**src/rtl/pc_fetch_sequencer.sv**
```systemverilog
`default_nettype none
// ============================================================================
//  Module   : pc_fetch_sequencer
//  Brief    : Instruction-fetch controller. Owns the PC, issues the imem
//             request handshake, arbitrates redirect/stall/sequential next-PC
//             and buffers one instruction in a skid register while stalled.
//             Optional build macro: PC_MISALIGN_TRAP_EN (misaligned redirect
//             targets are replaced by TRAP_VECTOR and misalign_trap pulses).
//  Revision : 1.0 - initial release
// ============================================================================
module pc_fetch_sequencer #(
    parameter logic [31:0] RESET_VECTOR = 32'h0000_0000,
    parameter logic [31:0] TRAP_VECTOR  = 32'h0000_0100
) (
    input  logic        clk,
    input  logic        rst,
    input  logic        stall,
    input  logic        redirect_valid,
    input  logic [31:0] redirect_target,
    output logic        imem_req,
    output logic [31:0] imem_addr,
    input  logic        imem_ack,
    input  logic [31:0] imem_rdata,
    output logic        if_valid,
    output logic [31:0] if_instr,
    output logic [31:0] if_pc,
    output logic [31:0] if_pc_4,
    output logic        flush,
    output logic        misalign_trap
);

    localparam logic [1:0] S_BOOT  = 2'd0;
    localparam logic [1:0] S_FETCH = 2'd1;
    localparam logic [1:0] S_HOLD  = 2'd2;
    localparam logic [1:0] S_DRAIN = 2'd3;

    logic [1:0]  r_state;
    logic [31:0] r_pc;
    logic [31:0] r_tgt;
    logic [31:0] r_hold_instr;
    logic [31:0] r_hold_pc;
    logic        r_if_valid;
    logic [31:0] r_if_instr;
    logic [31:0] r_if_pc;
    logic        r_flush;
    logic        r_trap;

    logic        w_misalign;
    logic [31:0] w_target;

`ifdef PC_MISALIGN_TRAP_EN
    assign w_misalign = |redirect_target[1:0];
`else
    assign w_misalign = 1'b0;
`endif

    // Low address bits are always cleared; a misaligned target either traps
    // or is silently word-aligned depending on the build.
    assign w_target = w_misalign ? TRAP_VECTOR : (redirect_target & ~32'h0000_0003);

    // Request and address come only from registered state.
    assign imem_req      = (r_state == S_FETCH) || (r_state == S_DRAIN);
    assign imem_addr     = r_pc;
    assign if_valid      = r_if_valid;
    assign if_instr      = r_if_instr;
    assign if_pc         = r_if_pc;
    assign if_pc_4       = r_if_pc + 32'd4;
    assign flush         = r_flush;
    assign misalign_trap = r_trap;

    always_ff @(posedge clk) begin
        if (rst) begin
            r_state      <= S_BOOT;
            r_pc         <= RESET_VECTOR;
            r_tgt        <= RESET_VECTOR;
            r_hold_instr <= 32'd0;
            r_hold_pc    <= 32'd0;
            r_if_valid   <= 1'b0;
            r_if_instr   <= 32'd0;
            r_if_pc      <= 32'd0;
            r_flush      <= 1'b0;
            r_trap       <= 1'b0;
        end else begin
            r_flush <= 1'b0;
            r_trap  <= 1'b0;
            if (redirect_valid) begin
                r_flush    <= 1'b1;
                r_trap     <= w_misalign;
                r_if_valid <= 1'b0;
            end
            case (r_state)
                S_BOOT: begin
                    if (redirect_valid) begin
                        r_pc <= w_target;
                    end
                    r_state <= S_FETCH;
                end
                S_FETCH: begin
                    if (redirect_valid) begin
                        // An un-acked request must complete at its old address.
                        if (imem_ack) begin
                            r_pc <= w_target;
                        end else begin
                            r_tgt   <= w_target;
                            r_state <= S_DRAIN;
                        end
                    end else if (imem_ack) begin
                        r_pc <= r_pc + 32'd4;
                        if (stall) begin
                            r_hold_instr <= imem_rdata;
                            r_hold_pc    <= r_pc;
                            r_state      <= S_HOLD;
                        end else begin
                            r_if_instr <= imem_rdata;
                            r_if_pc    <= r_pc;
                            r_if_valid <= 1'b1;
                        end
                    end else if (!stall) begin
                        r_if_valid <= 1'b0;
                    end
                end
                S_HOLD: begin
                    if (redirect_valid) begin
                        r_pc    <= w_target;
                        r_state <= S_FETCH;
                    end else if (!stall) begin
                        r_if_instr <= r_hold_instr;
                        r_if_pc    <= r_hold_pc;
                        r_if_valid <= 1'b1;
                        r_state    <= S_FETCH;
                    end
                end
                S_DRAIN: begin
                    if (imem_ack) begin
                        r_pc    <= redirect_valid ? w_target : r_tgt;
                        r_state <= S_FETCH;
                    end else if (redirect_valid) begin
                        r_tgt <= w_target;
                    end
                end
                default: begin
                    r_state <= S_BOOT;
                end
            endcase
        end
    end

endmodule
`default_nettype wire

```
**config.mk**
```make
export PLATFORM = sky130hd
export DESIGN_NAME = pc_fetch_sequencer
export DESIGN_NICKNAME = d
export VERILOG_FILES = /design/src/rtl/pc_fetch_sequencer.sv
export SDC_FILE = /design/constraint.sdc
export NUM_CORES = 1
export LEC_CHECK = 0
export BUFFER_PORTS_ARGS = -buffer_cell sky130_fd_sc_hd__buf_2
export CORE_MARGIN = 2
export CORE_UTILIZATION = 55
export DETAILED_ROUTE_END_ITERATION = 10
export PLACE_DENSITY = 0.89
export SYNTH_ARGS = -nofsm -noshare
export SYNTH_HDL_FRONTEND = slang
export SYNTH_SLANG_ARGS = --single-unit
```
**constraint.sdc**
```tcl
create_clock -name clk -period 2.3 [get_ports clk]
set_input_delay 0.115 -clock clk [delete_from_list [all_inputs] [get_ports clk]]
set_output_delay 0.115 -clock clk [all_outputs]
set_load 0.02 [all_outputs]
```
**Word level (Yosys, flattened, before mapping)**

Cells that the tools add are included.

- Bitwise gates (word level): 1
- Add/sub/neg operators: 2
- Mux-type cells: 39
- Equality and inequality tests: 17
- Reductions and logical operators: 10

Operator list:

| operator | count |
|---|---|
| two-way mux 32 bit | 19 |
| case mux 32 bit (2 select lines) | 3 |
| case mux 32 bit (3 select lines) | 1 |
| adder 32 x 3 -> 32 bit, second input constant | 2 |
| inequality test 2 bit, second input constant | 9 |
| two-way mux 2 bit | 7 |
| inequality test 3 bit, second input constant | 4 |
| case mux 2 bit (4 select lines) | 1 |
| AND reduction 4 bit | 2 |
| two-way mux 1 bit | 7 |
| AND reduction 6 bit | 1 |
| AND reduction 5 bit | 1 |
| equality test 2 bit, second input constant | 2 |
| nonzero test 2 bit | 2 |
| AND reduction 3 bit | 1 |
| equality test 2 x 1 -> 1 bit, second input constant | 1 |
| zero test 2 bit | 1 |
| inequality test 2 x 1 -> 1 bit, second input constant | 1 |
| case mux 1 bit (2 select lines) | 1 |
| OR reduction 2 bit | 1 |
| logical OR 1 bit | 1 |
| inverter 1 bit | 1 |

- Word-level logic and storage cells: 78
- Input bits: 69
- Flip-flop bits (word level): 196

**Logic depth before layout (Yosys ltp)**

- Depth after elaboration: 5
- Gate-level depth with buffers: 10
- Gate-level depth less buffers: 7

**Worst setup path before layout**

Ideal clock, no wire load.

- Path type: reg-to-output
- Start point: reg r_if_pc[4], in the netlist if_pc[4]
- End point: out if_pc_4[27]
- Data required time: 2.185 ns
- Stages on the path, launching flop included: 6
- Arrival: 1.939 ns
- Path slack: 0.246 ns
- Cell sequence: dfxtp_1 and4_1 nand4_1 nor3_1 nand3_1 xnor2_1

- Longest elaborated chain between the ends: 1

Ends and longest elaborated chain:

| element | RTL line | source |
|---|---|---|
| from (decl) | 44 | `logic [31:0] r_if_pc;` |
| from (signal assigned) | 115 | `r_if_pc <= r_pc;` |
| from (signal assigned) | 128 | `r_if_pc <= r_hold_pc;` |
| adder 32 x 3 -> 32 bit | 67 | `assign if_pc_4 = r_if_pc + 32'd4;` |
| to (decl) | 27 | `output logic [31:0] if_pc_4,` |

No other way between the ends.

**Final worst setup path**

- Start point: reg r_state[0]
- End point: reg r_pc[9], in the netlist imem_addr[9]

- Longest elaborated chain between the ends: 4

Ends and longest elaborated chain:

| element | RTL line | source |
|---|---|---|
| from (decl) | 37 | `logic [1:0] r_state;` |
| from (signal assigned) | 73 | `r_state <= S_BOOT;` |
| from (signal assigned) | 96 | `r_state <= S_FETCH;` |
| from (signal assigned) | 105 | `r_state <= S_DRAIN;` |
| equality test 2 bit or zero test 2 bit (tied branches) | 91 | `case (r_state)` |
| OR reduction 2 bit (no line) | -- |  |
| inequality test 2 x 1 -> 1 bit (no line) | -- |  |
| AND reduction 3 bit (no line) | -- |  |
| to (signal assigned) | 94 | `r_pc <= w_target;` |
| to (signal assigned) | 102 | `r_pc <= w_target;` |
| to (signal assigned) | 108 | `r_pc <= r_pc + 32'd4;` |
| to (decl) | 38 | `logic [31:0] r_pc;` |

Several ways; a longest one is shown, not always the timed one.
A chain may end at the register's enable or synchronous reset.

==> run summary <==
status: complete, but fails checks
failing checks: negative setup slack
setup slack, reg-to-reg: -0.03 ns
Worst Tran Pin Value: 0.871 ns
die width: 136 um
port bufs: 197
fraction of registers with async set/reset: 0%
Yosys cell types: 61
worst r2r path cells: 8
Detail Placement HPWL: 17600 um
largest net degree at the start of global routing: 85
WL final: 28700 um
number of buffers and inverters on the critical path: 2
CTS tree: done
drt drc: 0
worst hold stages: 2
Final Hold Vio Count: 0
clk sink count: 196
CP top delay family: simple AND/OR/NAND/NOR gates
clock buffer count from CTS: 17
Final period util: 101%
r2r startpoint: r_state[0]
sequential area share after synthesis: 40.9%
Post-DP Area: 0.0109 mm^2
Worst R2R End: imem_addr[9]
Placer Congestion: 0.862
Core ar.: 0.0172 mm^2
WHS: 0.0995 ns
DRT Pass-1 Iters: 7
CP startpoint: r_state[0]
H-tree levels: 4
DR iter-0 viols: 1101
Post-synth top flop: dfxtp_1
Cell Chain, Critical Path: inv_1, ha_1, nor2_1, o22ai_4, buf_4, nor3_1, a21oi_1, a31oi_1
Worst Setup Slack, final: -0.0262 ns
pre-CTS setup slack: 0.0720 ns
most common cell in the netlist: nand2_1
Avg Inst Size Synth: 7.95 um^2
die height: 136 um
Arrival @ worst endpoint: 2.68 ns
global routing's busiest layer: met2
number of flops mapped to enable cells by yosys: 0
GRT Overall Usage: 28.9%
Final ANT Viol Nets: 0
CTS Buffer Depth: 2
initial antenna violation count: 0
vias in the first global route: 8730
total of max-cap violations: 0
total chip power: 9130 uW
area grow syn2layout: 28.3%
share of cells above drive strength 1: 22.9%
commonest cells in the synthesized netlist: nand2_1 (248), dfxtp_1 (196), a21oi_1 (137)
clk root buf: clkbuf_16
Synth Warn #: 0
Peak VDD IR: 0.592 mV
Final setup viols: 3
Critical Path Source Type: register
Remaining Overflow, GRT: 0
initial core utilization: 55.8%
Layout Cells excl Fill: 1667
synthesis-stage register bit count: 196
Critical Path Max Stage Delay: 0.42 ns
Rel. slew slack: 41.9%
post-route minimum period: 2.33 ns
Synth top area share: 40.9%
Min-Delay Endpoint: imem_addr[24]
Vias per Instance: 6.00
Area contributors post-synth: dfxtp_1 (41%), nand2_1 (9.7%), mux2i_1 (7.4%)
clock slew at reported path FFs: 0.08 ns
Final #Nets: 1504
crit path capture type: register
Hold Path Class: in -> reg
Placed Cells: 1568
Synth Net Count: 1281
Via Count: 9997
met1 usage: 38.3%
Rows: 48
Fmax: 0.430 GHz
routed length per placed instance: 17.2 um
slowest CP cell: dfxtp_1
worst clock skew: 0.0165 ns
Top-Level Pins: 201
Clock Latency Late Sink: 0.44 ns
Antenna diodes: 0
leakage power: 0.00471 uW
largest area contributor in the netlist: dfxtp_1
Crit Path Class: reg -> reg
Pwr per Cell Area: 742 mW/mm^2
met3 Use GR: 5.74%
Crit path required time: 2.65 ns
met2 Track Usage GR: 45.4%
unrepaired setup endpoints after global routing: yes
Gate Count Post-Synth: 1206
design area: 0.0123 mm^2
synthesized area: 0.00959 mm^2
hold path startpoint: rst
Final Max Tran Viols: 0
critical path fanouts, max: 18
first-pass GRT wire length: 43100 um
die area: 0.0185 mm^2
[cell families (layout without fill, tap and decap cells)]
logic type | Yosys count | in the layout | share of synthesized area (%)
other | 1 | 1 | 0.0391
AO/OA/AOI/OAI | 312 | 312 | 20.4
multiplexers | 79 | 79 | 8.35
buffers and inverters | 115 | 351 | 4.97
XOR/XNOR | 33 | 33 | 3.01
adder cells (fa/ha/maj) | 6 | 6 | 0.783
flip-flops | 196 | 196 | 40.9
AND/OR/NAND/NOR | 464 | 464 | 21.6
[area by class of cell]
| class | instances | area (um^2) |
|---|---|---|
| clock inverter | 15 | 168 |
| tap | 225 | 282 |
| fill | 1226 | 4870 |
| inverter | 13 | 48.8 |
| sequential | 196 | 3950 |
| clock buffer | 17 | 425 |
| multi-input combinational | 895 | 5320 |
| timing repair buffer | 306 | 2110 |
[worst register-to-register path, stage by stage, from the launching register on]
cell	delay [ns]
dfxtp_1	0.42
inv_1	0.14
ha_1	0.27
nor2_1	0.37
o22ai_4	0.26
buf_4	0.26
nor3_1	0.21
a21oi_1	0.09
a31oi_1	0.22
[per-stage QoR]
step | utilization (%) | setup TNS (ns)
global route | 71.6 | -0.0914
finish | 71.6 | -0.0648
CTS | 70.5 | -0.0134
global placement | 63.3 | 0
detailed placement | 63.3 | 0
floorplan | - | 0
[state kept, by name (all words and copies together), names as in the netlist]
name,count
if_valid,1
flush,1
r_hold_pc,32
r_state,2
if_instr,32
r_tgt,32
if_pc,32
r_hold_instr,32
imem_addr,32
[cell usage in the layout (no fill, tap or decap), types with 19 or more instances in the layout]
| cell type | Yosys | final |
|---|---|---|
| dlygate4sd3_1 | 0 | 62 |
| a21oi_1 | 137 | 137 |
| xnor2_1 | 23 | 22 |
| nand2_1 | 248 | 248 |
| a211oi_1 | 68 | 66 |
| nand3_1 | 34 | 32 |
| dfxtp_1 | 196 | 185 |
| o21ai_0 | 33 | 33 |
| mux2i_1 | 71 | 70 |
| clkbuf_16 | 0 | 19 |
| nor2_1 | 103 | 100 |
| buf_2 | 27 | 192 |
| buf_4 | 3 | 39 |
[power by group]
| part | total (uW) | switching [uW] | leakage [uW] | internal, uW |
|---|---|---|---|---|
| clock network | 2980 | 1440 | 0.000279 | 1550 |
| registers | 3870 | 270 | 0.00160 | 3600 |
| logic | 2280 | 1390 | 0.00284 | 885 |
| total | 9130 | 3100 | 0.00471 | 6030 |
[metal layers]
metal	vias to the layer above	wire length (um)
li1	4684	-
met1	4626	11500
met5	-	0
met4	0	1030
met2	589	13500
met3	98	2720
[worst max path at each step]
stage,cells after the start,to,slack (ns)
final,8,imem_addr[9],-0.03
after global routing,7,r_state[0],-0.04
after CTS,7,if_pc_4[25],-0.01
after detailed placement,7,imem_addr[15],0.07
after global placement,7,imem_addr[15],0.17
after floorplan,5,if_pc_4[27],0.25
[repair_timing]
item                                    CTS  global route
endpoints found under the hold margin    62             0
resized for setup                        12            34
gates cloned                              0             2
hold buffers                             62             0
setup buffers                             0             3
endpoints found under the setup margin   10           117
pin swaps                                 1             4
No activity file was read; power rests on OpenSTA's default activity.
